## src/rtl/pipelined_addsub_pkg.sv

```systemverilog
// rtl/pipelined_addsub_pkg.sv - shared constants, stage-count helper and flag record for pipelined_addsub
package pipelined_addsub_pkg;

  localparam int W_DEF   = 16;
  localparam int SEG_DEF = 4;

  function automatic int num_stages(input int w, input int seg);
    return w / seg;
  endfunction

  typedef struct packed {
    logic cout;
    logic ovf;
    logic zero;
  } flags_t;

endpackage

```

## src/rtl/addsub_segment.sv

```systemverilog
// rtl/addsub_segment.sv - combinational SEG-bit ripple segment with MSB carry-in tap
module addsub_segment #(
  parameter int SEG = 4
) (
  input  logic [SEG-1:0] a_i,
  input  logic [SEG-1:0] b_i,
  input  logic           cin_i,
  output logic [SEG-1:0] sum_o,
  output logic           cout_o,
  output logic           msb_cin_o
);

  assign {cout_o, sum_o} = {1'b0, a_i} + {1'b0, b_i} + {{SEG{1'b0}}, cin_i};
  // Carry into the top bit, recovered from its sum bit; xor with cout gives signed overflow.
  assign msb_cin_o = a_i[SEG-1] ^ b_i[SEG-1] ^ sum_o[SEG-1];

endmodule

```

## src/rtl/pipelined_addsub.sv

```systemverilog
// rtl/pipelined_addsub.sv - carry-segmented pipelined adder/subtractor with valid/ready backpressure
module pipelined_addsub
  import pipelined_addsub_pkg::*;
#(
  parameter int W   = W_DEF,
  parameter int SEG = SEG_DEF
) (
  input  logic         clk,
  input  logic         reset_n,
  input  logic         in_valid,
  output logic         in_ready,
  input  logic [W-1:0] a,
  input  logic [W-1:0] b,
  input  logic         cin,
  input  logic         sub,
  output logic         out_valid,
  input  logic         out_ready,
  output logic [W-1:0] sum,
  output logic         cout,
  output logic         ovf,
  output logic         zero
);

  localparam int S = num_stages(W, SEG);

  if (SEG < 1 || SEG > W || (W % SEG) != 0) begin : g_param_check
    $error("pipelined_addsub: W (%0d) must be a nonzero multiple of SEG (%0d)", W, SEG);
  end

  // Operands shift right one segment per stage so the live segment is always at bit 0;
  // resolved sum bits enter at the top and shift down into place.
  typedef struct packed {
    logic         valid;
    logic [W-1:0] a_rem;
    logic [W-1:0] b_rem;
    logic [W-1:0] sum_done;
    logic         carry;
  } stage_t;

  stage_t         st_q [S];
  stage_t         st_d [S];
  logic [SEG-1:0] seg_sum [S];
  logic [S-1:0]   seg_cout;
  logic [S-1:0]   seg_msb_cin;
  logic           adv;
  logic           out_valid_q, out_valid_d;
  logic [W-1:0]   sum_q, sum_d, sum_fin;
  flags_t         flags_q, flags_d;

  for (genvar i = 0; i < S; i++) begin : g_seg
    addsub_segment #(.SEG(SEG)) u_seg (
      .a_i       (st_q[i].a_rem[SEG-1:0]),
      .b_i       (st_q[i].b_rem[SEG-1:0]),
      .cin_i     (st_q[i].carry),
      .sum_o     (seg_sum[i]),
      .cout_o    (seg_cout[i]),
      .msb_cin_o (seg_msb_cin[i])
    );
  end

  assign adv      = ~out_valid_q | out_ready;
  assign in_ready = adv;
  assign sum_fin  = (st_q[S-1].sum_done >> SEG) | (W'(seg_sum[S-1]) << (W - SEG));

  always_comb begin
    for (int i = 0; i < S; i++) st_d[i] = st_q[i];
    st_d[0].valid = in_valid;
    if (in_valid) begin
      st_d[0].a_rem    = a;
      st_d[0].b_rem    = b ^ {W{sub}};
      st_d[0].sum_done = '0;
      st_d[0].carry    = cin;
    end
    for (int i = 1; i < S; i++) begin
      st_d[i].valid    = st_q[i-1].valid;
      st_d[i].a_rem    = st_q[i-1].a_rem >> SEG;
      st_d[i].b_rem    = st_q[i-1].b_rem >> SEG;
      st_d[i].sum_done = (st_q[i-1].sum_done >> SEG) | (W'(seg_sum[i-1]) << (W - SEG));
      st_d[i].carry    = seg_cout[i-1];
    end
    out_valid_d = st_q[S-1].valid;
    sum_d       = sum_q;
    flags_d     = flags_q;
    // Bubbles leave the last result on the outputs untouched.
    if (st_q[S-1].valid) begin
      sum_d        = sum_fin;
      flags_d.cout = seg_cout[S-1];
      flags_d.ovf  = seg_cout[S-1] ^ seg_msb_cin[S-1];
      flags_d.zero = ~|sum_fin;
    end
  end

  always_ff @(posedge clk or negedge reset_n) begin
    if (!reset_n) begin
      for (int i = 0; i < S; i++) st_q[i] <= '0;
      out_valid_q <= 1'b0;
      sum_q       <= '0;
      flags_q     <= '0;
    end else if (adv) begin
      for (int i = 0; i < S; i++) st_q[i] <= st_d[i];
      out_valid_q <= out_valid_d;
      sum_q       <= sum_d;
      flags_q     <= flags_d;
    end
  end

  assign out_valid = out_valid_q;
  assign sum       = sum_q;
  assign cout      = flags_q.cout;
  assign ovf       = flags_q.ovf;
  assign zero      = flags_q.zero;

endmodule

```

## config.mk

```make
export PLATFORM = sky130hd
export DESIGN_NAME = pipelined_addsub
export DESIGN_NICKNAME = d
export VERILOG_FILES = /design/src/rtl/pipelined_addsub_pkg.sv /design/src/rtl/addsub_segment.sv /design/src/rtl/pipelined_addsub.sv
export SDC_FILE = /design/constraint.sdc
export NUM_CORES = 1
export LEC_CHECK = 0
export CAP_MARGIN = 25
export CORE_ASPECT_RATIO = 1.2
export CORE_MARGIN = 3
export CORE_UTILIZATION = 40
export DETAILED_ROUTE_END_ITERATION = 12
export GPL_ROUTABILITY_DRIVEN = 0
export PLACE_DENSITY = 0.69
export SLEW_MARGIN = 20
export SYNTH_ARGS = -nofsm -noshare
export SYNTH_HDL_FRONTEND = slang
export SYNTH_SLANG_ARGS = --single-unit
export TNS_END_PERCENT = 50
```

## constraint.sdc

```tcl
create_clock -name clk -period 3.9 [get_ports clk]
set_input_delay 0.78 -clock clk [delete_from_list [all_inputs] [get_ports clk]]
set_output_delay 0.78 -clock clk [all_outputs]
set_load 0.02 [all_outputs]
```

---- After elaboration in Yosys (flattened, before gate mapping) ----
Index checks and enable logic that the tools add are counted.
cells by class
  add/subtract/negate cells ............... 8
  reductions and logical operators ........ 4
  bitwise operators ....................... 9
operator list
  kind                                    number
  12-bit by 16-bit OR with 16-bit output  3
  4-bit by 4-bit adder with 5-bit output  4
  5-bit by 1-bit adder with 5-bit output  4
  16-bit OR reduction                     1
  16-bit XOR                              1
  2-bit AND reduction                     2
  1-bit XOR                               3
  1-bit zero test                         1
  1-bit NOT                               1
  1-bit OR                                1
storage, ports and cells
  input port bits ......................... 38
  output and inout bits ................... 21
  word-level logic and storage cells ...... 45
  bits in registers ....................... 144

---- Logic depth before layout (Yosys ltp) ----
  depth after elaboration ................. 5
  depth in mapped cells ................... 8
  mapped depth without buffers ............ 6

---- Hierarchy ----
Synthesis repeated with hierarchy kept, for this count alone.
unflattened totals
  cell total of the unflattened synthesis .. 559
  area, all modules ....................... 5725.5 um^2
modules (own cells, without submodules)
  module            instances  cells an instance  area each (um^2)  seq. area each (um^2)
  pipelined_addsub  1          491                5159.9            3303.2
  addsub_segment    4          17                 141.4             0.0

---- Worst setup path after synthesis ----
OpenSTA, ideal clock, no wires.
  path kind ............................... input -> output
  start point ............................. input out_ready
  end point ............................... output in_ready
  path buffers ............................ 3
  data required time ...................... 3.120 ns
  slack ................................... 1.795 ns
  cell stages on the path ................. 5
  arrival time ............................ 1.325 ns
  cells stage by stage .................... nor2b_4 buf_6 inv_2 buf_6 buf_2
on the way
  word-level cells in the longest chain between the ends .. 1
ends and longest elaborated chain
  what             RTL line                source
  start, declared  pipelined_addsub.sv:17  input logic out_ready,
  1-bit OR         pipelined_addsub.sv:61  assign adv = ~out_valid_q | out_ready;
  end, declared    pipelined_addsub.sv:11  output logic in_ready,
Every way passes these cells.

---- Worst setup path after layout ----
Same ends and word-level chain as after synthesis.

==> impl_results.md <==
* Status: complete, no violations
* # H-tree levels at 4
* Synth top area cells: dfrtp_1, nand2_1, mux2_2
* DR vias at 3643
* Achievable frequency at 355 MHz
* Slew Limit Headroom at 45.7%
* Async SR Flop Fraction at 100%
* R2r startpoint: st_q[0]$_DFFE_PN0N_
* Filler Cells Inserted at ~1200
* Met3 WL at 455 um
* Wl on met1 at 4.52 mm
* Critical Path RT at 3120 ps
* Die Wd at 114 um
* Synthesized area per cell at 10.4 sq um
* I/O pin count at 59
* CTS Sinks at 132
* RSZ-0062 raised after global routing: false
* # diodes at 0
* CP Launch Type: input port
* Tot Pwr at 0.00605 W
* CTS tree: built
* Top Layer Used: met4
* Worst Tran Pin Value at approximately 800 ps
* Post-route minimum period at 2810 ps
* EDFF count, synth at 0
* Die H at 136 um
* Maxcap violations at 0
* First-pass GRT wire length at roughly 17 mm
* Lkg Pwr at 3.37 nW
* Clock slew at reported path FFs at about 60 ps
* CP bufs+invs at 3
* Num CTS Buffers at 17
* Wirelength per Cell at between 10 and 15 um
* Fin. Hold Viols at 0
* Power Density at 863 nW/um^2
* Initial DRC count at 238
* Yosys top cell area share at around 59%
* Port Buf Inserts at 58
* Slowest cell delay on critical path at ~600 ps
* Slew Limit Fails at 0
* Period utilization at 72.1%
* Root Buffer Master: clkbuf_16
* ANT nets after route at 0
* Hold_buf cts at 0
* Count leader, synth: nand2_1
* DP HPWL at 6.49 mm
* CP max-delay cell: clkdlybuf4s50_1
* Net count reported at finish at 656
* Via density at between 4 and 5
* Post-CTS Resized at 0
* Crit-path most repeated cell: clkdlybuf4s50_1
* Post-synth top cells: nand2_1, dfrtp_1, o21ai_0
* Total Routing Usage GR at 13.7%
* Clock tree buffer depth at 2
* Main synth FF type: dfrtp_1
* Met2 WL post-DR at 4.45 mm
* Largest net degree at the start of global routing at 72
* Reg2reg setup slack at 1740 ps
* Post-CTS setup buffers at 0
* Post-Route Skew at 7.20 ps
* Later-pin clock latency in the skew report at 410 ps
* Core area at 13500 sq um
* CP Cell Sequence: clkdlybuf4s50_1 -> nor2b_4 -> inv_2 -> clkdlybuf4s50_1
* Vias in the first global route at 3640
* DRT Wirelength at around 9.6 mm
* Post-synthesis cell count at 539
* Worst setup startpoint: out_ready
* Setup violations, final at 0
* Row Count at 46
* Total die area at about 15000 sq um
* Synth cell types at 29
* Worst hold-check path type: in -> async
* Area grow syn2layout at 25.2%
* Critical path type: in -> out
* Crit-path max FO at 3
* Seq/Total Area, Yosys at 59.0%
* Post-synth net total at 597
* Grt ovf at 0
* Starting Density at between 40% and 50%
* Cell Area, Synth at 5600 sq um
* Setup crit end kind: output pin
* Warnings from Yosys at 0
* #FFs+latches synth at 132
* Setup_tns at 0 ps
* Antenna violations before repair at 0
* Peak supply drop at 0.000400 V
* Area leader, netlist: dfrtp_1
* Layout cell share with drive strength beyond 1 at between 10% and 20%
* Worst path top cell family by delay: buffers and inverters
* Arrival time worst endpoint at slightly above 2000 ps
* Drc violations at 0
* Number of iterations in the first detailed-routing pass at 5
cell usage in the layout, fill, tap and decap left out, types with 3 or more instances in the layout:
cell type / netlist / routed
o21ai_0: 28 / 28
clkinv_4: 0 / 6
mux2_4: 5 / 5
bufinv_16: 0 / 6
dfrtp_1: 132 / 132
nand2_1: 212 / 212
fa_1: 8 / 8
a21oi_1: 16 / 16
clkdlybuf4s50_1: 0 / 57
xnor2_1: 17 / 17
nor2_1: 16 / 16
mux2_1: 3 / 3
mux2_2: 24 / 24
nor4_1: 3 / 3
inv_1: 13 / 13
ha_1: 12 / 12
nor2b_1: 4 / 4
a21o_1: 4 / 4
xor2_1: 6 / 6
buf_4: 0 / 8
clkbuf_16: 0 / 17
stage by stage:
| stage | instance area, sq um | instances | setup slack (ps) | hold WS [ps] | util, % |
|---|---|---|---|---|---|
| final | 7010 | 779 | 1090 | 409 | 52.0 |
| after global routing | 7010 | 779 | 1040 | 444 | 52.0 |
| after CTS | 7010 | 779 | 1070 | 415 | 52.0 |
| after detailed placement | 6330 | 747 | 1080 | 456 | 47.0 |
| after global placement | 6310 | 746 | 1070 | 451 | 46.9 |
| after floorplan | 5600 | 539 | 1790 | 439 | - |
report_power, final:
| part | internal, W | switching [W] | total [W] |
|---|---|---|---|
| clock network | 0.00120 | 0.000584 | 0.00179 |
| logic | 0.000912 | 0.00102 | 0.00193 |
| registers | 0.00198 | 0.000351 | 0.00233 |
| total | 0.00409 | 0.00195 | 0.00605 |
final timing paths:
check	endpoint	depth (start not counted)
setup / recovery	in_ready	4
hold / removal	st_q[18]$_DFFE_PN0N_	1
setup reg to reg	zero$_DFFE_PN0P_	5
hold reg to reg	st_d[83]$_DFFE_PN0N_	2
max in group asynchronous	st_q[134]$_DFFE_PN0N_	3
min in group clk	st_d[83]$_DFFE_PN0N_	2
flip-flops by register name, indices dropped and copies added (netlist names):
| register | flops |
|---|---|
| st_q | 60 |
| st_d | 51 |
| sum | 16 |
| cout | 1 |
| out_valid | 1 |
| out_valid_d | 1 |
| ovf | 1 |
| zero | 1 |
logic make-up after synthesis:
kind of cell             after synthesis  synth area share (%)
flip-flops                           132                  59.0
adder cells (fa/ha/maj)               20                  5.54
AO/OA/AOI/OAI                         50                  4.74
XOR/XNOR                              23                  3.60
buffers and inverters                 40                  3.28
AND/OR/NAND/NOR                      242                  17.1
multiplexers                          32                  6.77
layout make-up:
| type | instances | area (sq um) | area share, % |
|---|---|---|---|
| multi-input cells | 367 | 2110 | 30.2 |
| flip-flops and latches | 132 | 3300 | 47.1 |
| clock buffers | 17 | 425 | 6.07 |
| clock inverters | 15 | 254 | 3.62 |
| repair buffers | 66 | 651 | 9.28 |
| well taps | 168 | 210 | 3.00 |
| inverters | 14 | 52.6 | 0.750 |
metal layers:
metal | track usage (%) | vias to the layer above
met5 | 0 | -
met4 | 5.15 | 0
met3 | 3.98 | 13
met2 | 21.0 | 79
met1 | 18.4 | 1706
li1 | - | 1845
No activity file was read; power rests on OpenSTA's default activity.
==> RTL change (same flow settings) <==
Register the output `ovf`, with the module's reset; this adds one clock of latency there. The other outputs are not delayed to match.
--- a/src/rtl/pipelined_addsub.sv
+++ b/src/rtl/pipelined_addsub.sv
@@ -23,4 +23,6 @@
 
   localparam int S = num_stages(W, SEG);
+
+  logic ovf_d;
 
   if (SEG < 1 || SEG > W || (W % SEG) != 0) begin : g_param_check
@@ -108,6 +110,14 @@
   assign sum       = sum_q;
   assign cout      = flags_q.cout;
-  assign ovf       = flags_q.ovf;
+  assign ovf_d     = flags_q.ovf;
   assign zero      = flags_q.zero;
+
+  always_ff @(posedge clk or negedge reset_n) begin
+    if (!reset_n) begin
+      ovf <= '0;
+    end else begin
+      ovf <= ovf_d;
+    end
+  end
 
 endmodule
Check against the original RTL: not equivalent (a bounded check fails within 10 cycles, from zero or initial values and one cycle with reset_n low).
==> RTL change against the original RTL <==
- design area fell by 1.2%
- worst hold slack got worse by 0.031 ns
- first-iteration DRC count fell by 13%
- die area up 0.45%
- non-clock buffer count is 1 lower
- clock skew shrank 0.0011 ns
- utilization fell by 0.62 points
- worst setup slack worse by 0.21 ns
- sequential cell count grew 1
- power decreased by 4.0%
- count of clock-buffer cells in the layout grew 1
- routed wire length grew 0.47%
- synthesized area grew 0.47%
- clock power is 13% lower
- critical path type unchanged
- largest cell class unchanged
==> RTL change: results (changes against the original RTL) <==
* Status: complete, no violations
* Hold crit path type: reg -> reg
* CP max stage delay at 0.68 ns (+0.07 ns)
* GRT Overall Usage at 0.1366 (about the same)
* Internal power at 3.897 mW (-4.8%)
* Clk pwr at 1.56 mW (-13%)
* HPWL Detailed at 6710 µm (+3.5%)
* Total power at 5.805 mW (-4.0%)
* Peak supply drop at 0.0004142 V (+3.7%)
* Drt pass-1 iters at 4 (-1)
* Share of cells above drive strength 1 at 0.1162 (-0.003273)
* Critical Path AT at 2.24 ns (+0.21 ns)
* Syn nets at 598 (+0.17%)
* # fillers at 1,222 (+0.33%)
* First DRT Iteration DRCs at 208 (-13%)
* Vias in the first global route at 3,860 (+6.0%)
* Design area at 6925 µm² (-1.2%)
* Worst-path maximum fanout at 16 (+13)
* Layout Skew at 0.006113 ns (-0.001083 ns)
* Mapped Avg Cell Area at 10.42 µm² (+0.28%)
* Total Wirelength at 9618 µm (+0.47%)
* Max Clock Freq at 331.2 MHz (-6.8%)
* First-pass GRT wire length at 17,150 µm (+1.2%)
* Sequential element share of the synthesized area at 0.5915 (+0.001693)
* Post-place instance area at 6335 µm² (about the same)
* Synth cell count leaders: 212 x nand2_1, 133 x dfrtp_1, 28 x o21ai_0
RTL change: worst max-delay path: cells and delay by family:
| family | cells | cell delay [ns] |
|---|---|---|
| buffers and inverters | 3 | 1.40 |
| and+or+nand+nor | 1 | 0.05 |
RTL change: layout make-up:
class	count	share of cell area
flip-flops and latches	133	0.4806
multi-input cells	367	0.3051
repair buffers	65	0.09106
clock buffers	18	0.06197
well taps	168	0.03035
clock inverters	14	0.02331
inverters	14	0.007588
RTL change: routing by layer:
metal  GRT usage  vias to the layer above  routed length (µm)
met5           0                        -                   0
met4     0.05545                        0                 169
met3     0.02983                       12                 368
met2      0.2292                       66                4743
met1      0.1716                     1808                4337
li1            -                     1837                   -
RTL change: cell families after synthesis:
logic type               Yosys count  synth area share
AND/OR/NAND/NOR                  242            0.1701
multiplexers                      32           0.06738
XOR/XNOR                          23           0.03580
AO/OA/AOI/OAI                     50           0.04714
adder cells (fa/ha/maj)           20           0.05515
buffers and inverters             40           0.03291
flip-flops                       133            0.5915
